===== config.mk =====
export PLATFORM = sky130hd
export DESIGN_NAME = interval_timer_ctrl
export DESIGN_NICKNAME = d
export VERILOG_FILES = /design/src/rtl/interval_timer_pkg.sv /design/src/rtl/interval_timer_ctrl_counter_en.sv /design/src/rtl/interval_timer_ctrl.sv
export SDC_FILE = /design/constraint.sdc
export NUM_CORES = 1
export LEC_CHECK = 0
export ABC_AREA = 1
export ABC_CLOCK_PERIOD_IN_PS = 2800
export BUFFER_PORTS_ARGS = -buffer_cell sky130_fd_sc_hd__buf_2
export CAP_MARGIN = 40
export CORE_ASPECT_RATIO = 0.7
export CORE_UTILIZATION = 55
export CTS_CLUSTER_DIAMETER = 200
export CTS_CLUSTER_SIZE = 28
export DETAILED_ROUTE_END_ITERATION = 8
export PLACE_DENSITY = 0.86
export SYNTH_ARGS = -nofsm -noshare
export SYNTH_HDL_FRONTEND = slang
export SYNTH_SLANG_ARGS = --single-unit
export TNS_END_PERCENT = 30

===== constraint.sdc =====
create_clock -name clk -period 2.8 [get_ports clk]
set_input_delay 0.56 -clock clk [delete_from_list [all_inputs] [get_ports clk]]
set_output_delay 0.56 -clock clk [all_outputs]
set_load 0.02 [all_outputs]

===== src/rtl/interval_timer_pkg.sv =====
// Shared types and constants for the interval timer controller.
package interval_timer_pkg;

  typedef enum logic [1:0] {
    IDLE   = 2'd0,
    RUN    = 2'd1,
    PAUSED = 2'd2,
    DONE   = 2'd3
  } state_e;

  localparam logic MODE_ONESHOT = 1'b0;
  localparam logic MODE_RELOAD  = 1'b1;

endpackage


===== src/rtl/interval_timer_ctrl_counter_en.sv =====
// Up-counter datapath with synchronous clear (wins over enable).
module counter_en #(
  parameter int WIDTH = 8
) (
  input  logic             clk,
  input  logic             reset,
  input  logic             clr,
  input  logic             en,
  output logic [WIDTH-1:0] q
);

  logic [WIDTH-1:0] q_q;

  always_ff @(posedge clk) begin
    if (reset)   q_q <= '0;
    else if (clr) q_q <= '0;
    else if (en)  q_q <= q_q + 1'b1;
  end

  assign q = q_q;

endmodule


===== src/rtl/interval_timer_ctrl.sv =====
// Programmable interval timer: sequences counter_en with a prescaler,
// start/stop/pause control and one-shot or auto-reload terminal handling.
module interval_timer_ctrl
  import interval_timer_pkg::*;
#(
  parameter int WIDTH = 8,
  parameter int DIV_W = 4
) (
  input  logic             clk,
  input  logic             reset,
  input  logic             start,
  input  logic             stop,
  input  logic             pause,
  input  logic             mode,
  input  logic [WIDTH-1:0] period,
  input  logic [DIV_W-1:0] div,
  output logic [WIDTH-1:0] q,
  output logic             tick,
  output logic             busy,
  output logic             done
);

  state_e           state_q, state_d;
  logic [DIV_W-1:0] presc_q, presc_d;
  logic [WIDTH-1:0] period_s_q, period_s_d;
  logic [DIV_W-1:0] div_s_q, div_s_d;
  logic             mode_s_q, mode_s_d;
  logic             tick_q, tick_d;
  logic             busy_q, busy_d;
  logic             done_q, done_d;
  logic             cnt_clr, cnt_en;
  logic             step, terminal;

  counter_en #(.WIDTH(WIDTH)) u_cnt (
    .clk  (clk),
    .reset(reset),
    .clr  (cnt_clr),
    .en   (cnt_en),
    .q    (q)
  );

  assign step     = (presc_q == div_s_q);
  assign terminal = (q == period_s_q);

  always_ff @(posedge clk) begin
    if (reset) state_q <= IDLE;
    else       state_q <= state_d;
  end

  always_ff @(posedge clk) begin
    if (reset) begin
      presc_q    <= '0;
      period_s_q <= '0;
      div_s_q    <= '0;
      mode_s_q   <= MODE_ONESHOT;
      tick_q     <= 1'b0;
      busy_q     <= 1'b0;
      done_q     <= 1'b0;
    end else begin
      presc_q    <= presc_d;
      period_s_q <= period_s_d;
      div_s_q    <= div_s_d;
      mode_s_q   <= mode_s_d;
      tick_q     <= tick_d;
      busy_q     <= busy_d;
      done_q     <= done_d;
    end
  end

  always_comb begin
    state_d    = state_q;
    presc_d    = presc_q;
    period_s_d = period_s_q;
    div_s_d    = div_s_q;
    mode_s_d   = mode_s_q;
    tick_d     = 1'b0;
    cnt_clr    = 1'b0;
    cnt_en     = 1'b0;
    unique case (state_q)
      IDLE, DONE: begin
        if (stop) begin
          if (state_q == DONE) begin
            state_d = IDLE;
            cnt_clr = 1'b1;
            presc_d = '0;
          end
        end else if (start) begin
          period_s_d = period;
          div_s_d    = div;
          mode_s_d   = mode;
          cnt_clr    = 1'b1;
          presc_d    = '0;
          state_d    = RUN;
        end
      end
      RUN, PAUSED: begin
        if (stop) begin
          state_d = IDLE;
          cnt_clr = 1'b1;
          presc_d = '0;
        end else if (pause) begin
          state_d = PAUSED;
        end else begin
          // Counting resumes on the same edge pause drops, so a pause of
          // N cycles delays the schedule by exactly N cycles.
          state_d = RUN;
          if (step) begin
            presc_d = '0;
            if (terminal) begin
              tick_d = 1'b1;
              if (mode_s_q == MODE_RELOAD) cnt_clr = 1'b1;
              else                         state_d = DONE;
            end else begin
              cnt_en = 1'b1;
            end
          end else begin
            presc_d = presc_q + 1'b1;
          end
        end
      end
      default: state_d = IDLE;
    endcase
    busy_d = (state_d == RUN) || (state_d == PAUSED);
    done_d = (state_d == DONE);
  end

  assign tick = tick_q;
  assign busy = busy_q;
  assign done = done_q;

endmodule


==> results of run 1 <==
-- per-stage QoR --
step	power, mW	utilization
2_1_floorplan	0.676	-
3_3_place_gp	0.724	0.659
3_5_place_dp	0.735	0.659
4_1_cts	1.17	0.697
5_1_grt	1.23	0.697
6_report	1.16	0.697
-- worst min path at each step --
stage             startpoint       endpoint
3_5_place_dp        mode_s_q       mode_s_q
4_1_cts             mode_s_q       mode_s_q
2_1_floorplan       mode_s_q       mode_s_q
5_1_grt        period_s_q[2]  period_s_q[2]
3_3_place_gp        mode_s_q       mode_s_q
6_report            mode_s_q       mode_s_q
-- area by class of cell --
cell class | instances | area [um^2]
clock buffers | 5 | 68.8
clock inverters | 3 | 40.0
fillers | 241 | 875
inverters | 48 | 181
multi-input cells | 178 | 932
flip-flops and latches | 30 | 601
well taps | 36 | 45.0
repair buffers | 28 | 140
-- cells in the final DEF (no fill, tap or decap) --
cell	count
or2_1	1
clkbuf_8	5
o21ai_1	1
dfxtp_1	30
nand4_1	1
nand3_1	15
o21ai_0	15
o21ai_2	1
bufinv_16	1
nand2_4	3
nand2_1	73
clkinv_2	3
a21oi_1	16
nor2_2	13
nor2_1	13
inv_2	6
nor4_1	1
ha_1	6
buf_2	28
o221ai_1	1
a21boi_0	1
clkinv_1	1
nor2_4	1
inv_1	40
nand2_2	9
nor2_8	1
xor2_1	6
-- registers in the layout, summed over array words and instances (netlist names) --
name / count
busy: 1
u_cnt.q: 8
period_s_q: 8
presc_q: 4
done: 1
mode_s_q: 1
state_q: 2
tick: 1
div_s_q: 4
-- kinds of logic after synthesis --
kind of cell	share of synthesized area
AO/OA/AOI/OAI	0.107
buffers and inverters	0.112
adder cells (fa/ha/maj)	0.0435
AND/OR/NAND/NOR	0.359
XOR/XNOR	0.0304
flip-flops	0.348
-- metal layers --
| metal | part of all wire | up-vias | routed length, um |
|---|---|---|---|
| met5 | 0 | - | 0 |
| met4 | 0.014 | 0 | 48 |
| met3 | 0.058 | 7 | 200 |
| met2 | 0.45 | 48 | 1580 |
| met1 | 0.47 | 704 | 1650 |
| li1 | - | 852 | - |
-- power by group --
group	switching [mW]	internal, mW	total (mW)	leakage [nW]
logic	0.168	0.0827	0.251	0.676
registers	0.0193	0.457	0.476	0.245
clock network	0.168	0.262	0.430	0.0579
-- worst reg2reg max path, cell delays in order (launching register included) --
cell and delay [ps]:
dfxtp_1 380, inv_1 60, ha_1 360, nand3_1 610, o21ai_0 440, a21oi_1 80
==> results by group, run 1 <==
GRT
  – First-pass GRT wire length: 6050 um
  – Routing usage on met3: 0.0631
  – GR Layer Usage met1: 0.308
  – Total gr overflow: 0
  – Largest net degree at the start of global routing: 27
  – GR Util met2: 0.392
  – Initial antenna violation count: 0
  – Number of global-route vias before repair: 1473
  – All-Layer GR Usage: 0.242
  – Global route hottest layer: met2

Detailed routing
  – Initial DRT Pass Iterations: 4
  – Remaining antenna violation count after routing: 0
  – # DRC: 0
  – WL/cell: 10.6 um
  – Post-DR vias/cell: 4.91
  – Iter 0 DRT Violations: 67
  – Routed WL: 3470 um
  – Vias post-DR: 1611

Logic synthesis
  – Synth Flop Type: dfxtp_1
  – Synth top area cells: dfxtp_1 35%, nand2_1 16%, inv_1 8.7%, nor2_2 4.7%, a21oi_1 4.6%
  – FF+latch count, synth: 30
  – Count leader, synth: nand2_1
  – Yosys warnings: 0
  – Synth top area share: 0.348
  – Avg Inst Size Synth: 6.67 um^2
  – Sequential share of the synthesized area: 0.348
  – Cell taking the most area after synthesis: dfxtp_1
  – Commonest cells post-synth: 73 x nand2_1, 40 x inv_1, 30 x dfxtp_1
  – Syn nets: 283
  – Post-synthesis cell type count: 26
  – Async SR Flop Fraction: 0
  – Post-Synthesis Cell Area: 0.00173 mm^2
  – Gate Count Post-Synth: 259
  – Post-synth EDFFs: 0

Timing
  – Setup TNS: 0 ps
  – Fin. max-slew vios: 0
  – Final Hold Vio Count: 0
  – Post-layout minimum cycle time: 2060 ps
  – Fin worst setup slack: 738 ps
  – Tcrit/Tclk final: 0.736
  – Worst-margin pin slew: 839 ps
  – RSZ-0062 raised after global routing: false
  – Skew final: 6.13 ps
  – Endpoints failing setup: 0
  – Fmax: 485 MHz
  – Fin Hold WS: 460 ps
  – Slew headroom: 0.439

Setup path
  – Worst EP required: 2940 ps
  – Worst flop-to-flop path startpoint: state_q[0]
  – Arr. time, crit path: 2200 ps
  – Critical Path End: period_s_q[0]
  – Reg-to-reg endpoint: period_s_q[0]
  – Flop2flop setup slack: 740 ps
  – Worst-path maximum fanout: 26
  – Start point of the critical path: state_q[0]
  – Worst setup SP type: flip-flop
  – Critical path's top delay family: simple AND/OR/NAND/NOR gates
  – Slowest stage delay, CP: 610 ps
  – Instance count on the critical path: 5
  – Critical-path cell list: inv_1, ha_1, nand3_1, o21ai_0, a21oi_1
  – CP endpoint kind: flip-flop
  – R2R cell count: 5
  – Critical path class: reg2reg
  – Buffer and inverter count on the worst path: 1
  – CP max stage cell: nand3_1

Clocking
  – Clock buffer depth: 2
  – CTS root buffer: clkbuf_8
  – Post-CTS setup buffer count: 0
  – Post-CTS Resized: 0
  – Register clock-pin slew on the reported worst setup and hold paths: 70 ps
  – CTS tree: yes
  – Htree depth: 2
  – Clk_lat worst skew: 290 ps
  – Post-CTS Hold Buffers: 0
  – CTS buffer count: 5
  – CTS Sinks: 30

Final layout
  – Share of cells above drive strength 1: 0.243
  – Design Area, Final: 0.00201 mm^2
  – Nets: 315
  – ANT cells: 0
  – Area grow syn2layout: 16.3%
  – Non-Filler Instances: 328

Status
  – Status: finished, final reports clean

Hold path
  – Hold Crit Class: reg2reg
  – Hold Path Stages: 2

Placed design
  – DP Area: 0.00190 mm^2
  – Detailed Place HPWL: 2570 um
  – Port Buffers: 28
  – Dpl cells: 320
  – Placer's final routability congestion estimate: 0.780
  – DP Worst Slack: 723 ps

Floorplan
  – Placeable Area: 0.00288 mm^2
  – Die H: 48.9 um
  – Row count: 16
  – Num ports: 29
  – Initial Util: 0.599
  – Total die area: 0.00337 mm^2
  – Chip width: 69.0 um

Pwr
  – Peak VDD IR: 0.255 mV
  – Pwr dens: 576 mW/mm^2
  – LEAKAGE: 0.979 nW

Flow run
  – MaxCap Viol Count: 0
(Power assumes the default switching activity.)
==> run 2, diff against run 1 <==
--- a/config.mk
+++ b/config.mk
@@ -6,7 +6,7 @@
 export NUM_CORES = 1
 export LEC_CHECK = 0
 export ABC_AREA = 1
-export ABC_CLOCK_PERIOD_IN_PS = 2800
+export ABC_CLOCK_PERIOD_IN_PS = 1920
 export BUFFER_PORTS_ARGS = -buffer_cell sky130_fd_sc_hd__buf_2
 export CAP_MARGIN = 40
 export CORE_ASPECT_RATIO = 0.7
==> constraint.sdc (replaced) <==
create_clock -name clk -period 1.92 [get_ports clk]
set_input_delay 0.384 -clock clk [delete_from_list [all_inputs] [get_ports clk]]
set_output_delay 0.384 -clock clk [all_outputs]
set_load 0.02 [all_outputs]
==> run 2 against run 1 <==
- clock-buffer cell count increased by 2
- routed wire length decreased by 1.4%
- clock power increased by 13%
- design area decreased by 0.50%
- non-clock buffer count increased by 1
- combinational power increased by 48%
==> results by group, run 2 (synthesis results as in run 1) <==
Status
  – Status: finished, final reports clean (unchanged)

GRT
  – Initial antenna violation count: 0 (unchanged)
  – All-Layer GR Usage: 0.231 (was 0.242)
  – Number of global-route vias before repair: 1339 (was 1473)
  – Largest net degree at the start of global routing: 23 (was 27)
  – First-pass GRT wire length: 5730 um (was 6050 um)
  – Total gr overflow: 0 (unchanged)

Hold path
  – Hold Crit Class: in2reg (was reg2reg)
  – Hold path start: reset (was mode_s_q)

Detailed routing
  – Iter 0 DRT Violations: 58 (was 67)
  – Met1 WL: 1740 um (was 1650 um)
  – Remaining antenna violation count after routing: 0 (unchanged)
  – Initial DRT Pass Iterations: 4 (unchanged)
  – Vias post-DR: 1585 (was 1611)
  – WL met3: 174 um (was 200 um)
  – Post-DR vias/cell: 4.83 (was 4.91)
  – WL/cell: 10.4 um (was 10.6 um)
  – Top routing layer used: met4 (unchanged)
  – Routed WL: 3420 um (was 3470 um)
  – Wire length on met2: 1460 um (was 1580 um)
  – # DRC: 0 (unchanged)

Pwr
  – Sw Pwr: 0.508 mW (was 0.356 mW)
  – Peak VDD IR: 0.457 mV (was 0.255 mV)
  – Pwr dens: 776 mW/mm^2 (was 576 mW/mm^2)
  – Combinational Power Share: 0.240 (was 0.217)
  – Sw frac: 0.328 (was 0.308)
  – Clk pwr share: 0.313 (was 0.372)
  – Internal power: 1.04 mW (was 0.801 mW)
  – LEAKAGE: 0.970 nW (was 0.979 nW)
  – Seq pwr share: 0.447 (was 0.412)

Clocking
  – CTS root buffer: clkbuf_8 (unchanged)
  – Clock buffer depth: 2 (unchanged)
  – Post-CTS Hold Buffers: 0 (unchanged)
  – Register clock-pin slew on the reported worst setup and hold paths: 60 ps (was 70 ps)
  – CTS tree: yes (unchanged)
  – Clk_lat worst skew: 280 ps (was 290 ps)
  – CTS Sinks: 30 (unchanged)
  – Htree depth: 2 (unchanged)
  – Post-CTS setup buffer count: 0 (unchanged)
  – CTS buffer count: 5 (unchanged)
  – Post-CTS Resized: 0 (unchanged)

Timing
  – Setup TNS: 0 ps (unchanged)
  – Final Hold Vio Count: 0 (unchanged)
  – Endpoints failing setup: 0 (unchanged)
  – Fmax: 555 MHz (was 485 MHz)
  – Post-layout minimum cycle time: 1800 ps (was 2060 ps)
  – Fin Hold WS: 326 ps (was 460 ps)
  – Fin. max-slew vios: 0 (unchanged)
  – RSZ-0062 raised after global routing: false (unchanged)
  – Tcrit/Tclk final: 0.938 (was 0.736)
  – Slew headroom: 0.680 (was 0.439)
  – Skew final: 2.43 ps (was 6.13 ps)
  – Worst-margin pin slew: 480 ps (was 839 ps)

Final layout
  – Multi-input gate area: 935 um^2 (was 932 um^2)
  – Commonest non-fill, non-tap cell in the layout: nand2_1 (unchanged)
  – Area grow syn2layout: 15.7% (was 16.3%)
  – FF+latch area: 601 um^2 (unchanged)
  – Share of cells above drive strength 1: 0.240 (was 0.243)
  – Most frequent cells in the layout: 72 x nand2_1, 40 x inv_1, 30 x dfxtp_1 (was 73 x nand2_1, 40 x inv_1, 30 x dfxtp_1)
  – Fill cell count: 254 (was 241)
  – Nets: 316 (was 315)
  – ANT cells: 0 (unchanged)

Floorplan
  – Placeable Area: 0.00288 mm^2 (unchanged)
  – Die H: 48.9 um (unchanged)
  – Row count: 16 (unchanged)
  – Initial Util: 0.599 (unchanged)
  – Num ports: 29 (unchanged)
  – Total die area: 0.00337 mm^2 (unchanged)
  – Chip width: 69.0 um (unchanged)

Setup path
  – Worst-path maximum fanout: 5 (was 26)
  – Arr. time, crit path: 1980 ps (was 2200 ps)
  – Critical Path End: busy (was period_s_q[0])
  – Start point of the critical path: state_q[0] (unchanged)
  – Worst EP required: 2100 ps (was 2940 ps)
  – Critical path class: reg2reg (unchanged)
  – Reg-to-reg endpoint: busy (was period_s_q[0])
  – Worst flop-to-flop path startpoint: state_q[0] (unchanged)
  – CP endpoint kind: flip-flop (unchanged)
  – R2R cell count: 9 (was 5)
  – Worst setup SP type: flip-flop (unchanged)
  – Flop2flop setup slack: 120 ps (was 740 ps)

Placed design
  – Placer's final routability congestion estimate: 0.839 (was 0.780)
  – Detailed Place HPWL: 2510 um (was 2570 um)
  – Port Buffers: 28 (unchanged)

Flow run
  – MaxCap Viol Count: 0 (unchanged)
-- run 2: stage by stage --
| step | utilization | setup WS, ps | instance area, um^2 | power (mW) | instances |
|---|---|---|---|---|---|
| floorplan | - | 291 | 1730 | 0.986 | 259 |
| global placement | 0.666 | 195 | 1920 | 1.06 | 321 |
| detailed placement | 0.666 | 116 | 1920 | 1.07 | 321 |
| CTS | 0.692 | 92.6 | 2000 | 1.56 | 328 |
| global route | 0.693 | 25.9 | 2000 | 1.64 | 328 |
| finish | 0.693 | 119 | 2000 | 1.55 | 328 |
-- run 2: final cells by class --
cell class / count / share of cell area
timing repair buffer: 29 / 0.0802
sequential: 30 / 0.301
multi-input combinational: 178 / 0.468
clock buffer: 7 / 0.0382
tap: 36 / 0.0225
inverter: 48 / 0.0908
-- run 2: worst min path at each step --
stage                          to  slack (ps)  depth (start not counted)
floorplan                mode_s_q         440                          2
global route                 busy         310                          2
global placement       div_s_q[1]         460                          2
finish                       busy         330                          2
detailed placement  period_s_q[2]         460                          2
CTS                          busy         310                          2
-- run 2: power groups by stage --
stage	logic, mW	registers, mW	clock network (mW)
6_report	0.372	0.694	0.486
5_1_grt	0.418	0.699	0.525
4_1_cts	0.371	0.693	0.497
3_5_place_dp	0.367	0.707	0
3_3_place_gp	0.358	0.705	0
2_1_floorplan	0.276	0.710	0
-- run 2: per-layer routing --
| layer | GRT usage | up-vias |
|---|---|---|
| met5 | 0 | - |
| met1 | 0.325 | 675 |
| li1 | - | 860 |
| met2 | 0.333 | 42 |
| met3 | 0.0631 | 8 |
| met4 | 0.0816 | 0 |
-- run 2: worst max-delay path, cell delays in order, from the launching register on --
cell and delay, ps:
dfxtp_1 380, inv_1 60, ha_1 360, nor2_2 80
nand2_1 90, a21boi_0 260, nand2_1 90, ha_1 270
inv_1 60, nor2_1 30
==> run 3, diff against run 2 <==
--- a/config.mk
+++ b/config.mk
@@ -9,8 +9,10 @@
 export ABC_CLOCK_PERIOD_IN_PS = 1920
 export BUFFER_PORTS_ARGS = -buffer_cell sky130_fd_sc_hd__buf_2
 export CAP_MARGIN = 40
+export CELL_PAD_IN_SITES_DETAIL_PLACEMENT = 0
+export CELL_PAD_IN_SITES_GLOBAL_PLACEMENT = 2
 export CORE_ASPECT_RATIO = 0.7
-export CORE_UTILIZATION = 55
+export CORE_UTILIZATION = 30
 export CTS_CLUSTER_DIAMETER = 200
 export CTS_CLUSTER_SIZE = 28
 export DETAILED_ROUTE_END_ITERATION = 8
==> run 3 against run 2 <==
- setup slack better by 28 ps
- critical path type unchanged
- cell count is 12% higher
- routed wire length is 11% higher
- largest power group unchanged
- flip-flop and latch count stayed put
- power is 9.8% higher
- global-route usage is 9.1 points lower
- register-to-register slack better by 30 ps
- combinational power hardly changed
- highest routed layer unchanged
- clock skew is 7.9 ps higher
- maximum frequency is 1.6% higher
- sequential share of layout area is 1.1 points lower
==> results by group, run 3 (synthesis results as in run 1) <==
Floorplan
  – Chip width: 92.7 um (was 69.0 um)
  – Num ports: 29 (unchanged)
  – Initial Util: 0.320 (was 0.599)
  – Row count: 22 (was 16)
  – Placeable Area: 0.00540 mm^2 (was 0.00288 mm^2)
  – Die H: 65.5 um (was 48.9 um)
  – Total die area: 0.00607 mm^2 (was 0.00337 mm^2)

Placed design
  – DP Area: 0.00196 mm^2 (was 0.00192 mm^2)
  – Placer's final routability congestion estimate: 0.793 (was 0.839)
  – DP Worst Slack: 86.7 ps (was 116 ps)
  – Detailed Place HPWL: 2900 um (was 2510 um)
  – Port Buffers: 28 (unchanged)

Flow run
  – MaxCap Viol Count: 0 (unchanged)

Clocking
  – Register clock-pin slew on the reported worst setup and hold paths: 70 ps (was 60 ps)
  – Post-CTS Hold Buffers: 0 (unchanged)
  – Clock buffer depth: 2 (unchanged)
  – Post-CTS setup buffer count: 0 (unchanged)
  – CTS Sinks: 30 (unchanged)
  – CTS root buffer: clkbuf_8 (unchanged)
  – Htree depth: 2 (unchanged)
  – Clk_lat worst skew: 290 ps (was 280 ps)
  – CTS buffer count: 5 (unchanged)
  – CTS tree: yes (unchanged)

Timing
  – Fin Hold WS: 332 ps (was 326 ps)
  – Tcrit/Tclk final: 0.923 (was 0.938)
  – Setup TNS: 0 ps (unchanged)
  – Final Hold Vio Count: 0 (unchanged)
  – Fin. max-slew vios: 0 (unchanged)
  – Post-layout minimum cycle time: 1770 ps (was 1800 ps)
  – Skew final: 10.3 ps (was 2.43 ps)
  – RSZ-0062 raised after global routing: false (unchanged)
  – Worst-margin pin slew: 526 ps (was 480 ps)
  – Endpoints failing setup: 0 (unchanged)
  – Slew headroom: 0.649 (was 0.680)
  – Fmax: 564 MHz (was 555 MHz)
  – Fin worst setup slack: 147 ps (was 119 ps)

GRT
  – Total gr overflow: 0 (unchanged)
  – Largest net degree at the start of global routing: 21 (was 23)
  – Number of global-route vias before repair: 1362 (was 1339)
  – First-pass GRT wire length: 6460 um (was 5730 um)
  – All-Layer GR Usage: 0.140 (was 0.231)
  – Initial antenna violation count: 0 (unchanged)

Detailed routing
  – Remaining antenna violation count after routing: 0 (unchanged)
  – Routed WL: 3800 um (was 3420 um)
  – Iter 0 DRT Violations: 106 (was 58)
  – WL/cell: 10.4 um (about the same)
  – Vias post-DR: 1553 (was 1585)
  – Initial DRT Pass Iterations: 4 (unchanged)
  – # DRC: 0 (unchanged)
  – Post-DR vias/cell: 4.24 (was 4.83)

Pwr
  – Tot Pwr: 1.70 mW (was 1.55 mW)
  – LEAKAGE: 0.989 nW (was 0.970 nW)
  – Clk pwr share: 0.372 (was 0.313)
  – Pwr dens: 821 mW/mm^2 (was 776 mW/mm^2)
  – Sw frac: 0.311 (was 0.328)
  – Sw Pwr: 0.530 mW (was 0.508 mW)
  – Seq pwr share: 0.408 (was 0.447)
  – Peak VDD IR: 0.364 mV (was 0.457 mV)
  – Combinational Power Share: 0.220 (was 0.240)
  – Internal power: 1.17 mW (was 1.04 mW)

Setup path
  – Worst EP required: 2100 ps (about the same)
  – CP endpoint kind: flip-flop (unchanged)
  – Critical path class: reg2reg (unchanged)
  – Worst-path maximum fanout: 5 (unchanged)
  – Arr. time, crit path: 1950 ps (was 1980 ps)
  – Worst setup SP type: flip-flop (unchanged)

Final layout
  – Share of cells above drive strength 1: 0.252 (was 0.240)
  – ANT cells: 0 (unchanged)
  – Area grow syn2layout: 20.2% (was 15.7%)
  – Design Area, Final: 0.00208 mm^2 (was 0.00200 mm^2)
  – Commonest non-fill, non-tap cell in the layout: nand2_1 (unchanged)
  – Most frequent cells in the layout: 72 x nand2_1, 40 x inv_1, 30 x dfxtp_1 (unchanged)
  – Nets: 317 (was 316)

Hold path
  – Hold Crit Class: in2reg (unchanged)

Status
  – Status: finished, final reports clean (unchanged)
==> run 3: timing repair <==
| action | 4_1_cts | 5_1_grt |
|---|---|---|
| hold endpoints to repair | 0 | 0 |
| resized for setup | 0 | 2 |
| endpoints found under the setup margin | 0 | 9 |
==> run 3: layout make-up <==
| type | count | area [um^2] |
|---|---|---|
| Fill cell | 620 | 3320 |
| Timing Repair Buffer | 30 | 155 |
| Clock inverter | 3 | 40.0 |
| Multi-Input combinational cell | 178 | 940 |
| Tap cell | 72 | 90.1 |
| Sequential cell | 30 | 601 |
| Clock buffer | 5 | 68.8 |
| Inverter | 48 | 181 |
==> run 3: per-layer routing <==
layer,part of all wire,global-route usage
met1,0.57,0.207
met2,0.36,0.187
met3,0.059,0.0440
met4,0.0087,0.0462
met5,0,0
==> run 3: critical path, stage by stage (launching register included) <==
cell      delay [ps]
dfxtp_1          390
inv_1             60
ha_1             390
nor2_4            60
nand2_1           90
a21boi_0         240
nand2_1           80
ha_1             270
inv_1             50
nor2_1            30
==> run 3: power groups by stage <==
| stage | sequential [mW] | clock [mW] | combinational, mW |
|---|---|---|---|
| 5_1_grt | 0.700 | 0.686 | 0.426 |
| 3_5_place_dp | 0.708 | 0 | 0.373 |
| 6_report | 0.695 | 0.634 | 0.375 |
| 2_1_floorplan | 0.710 | 0 | 0.276 |
| 4_1_cts | 0.694 | 0.652 | 0.375 |
| 3_3_place_gp | 0.707 | 0 | 0.374 |
==> run 3: worst paths after layout <==
path / slack, ps / to / startpoint / cells past startpoint
worst max-delay path: 150 / busy / state_q[0] / 9
worst min-delay path: 330 / busy / reset / 2
worst max register to register: 150 / busy / state_q[0] / 9
worst min register to register: 470 / mode_s_q / mode_s_q / 2
==> run 3: metrics by stage <==
| step | std cells | util |
|---|---|---|
| floorplan | 259 | - |
| global placement | 358 | 0.363 |
| detailed placement | 358 | 0.363 |
| CTS | 366 | 0.383 |
| global route | 366 | 0.385 |
| finish | 366 | 0.385 |
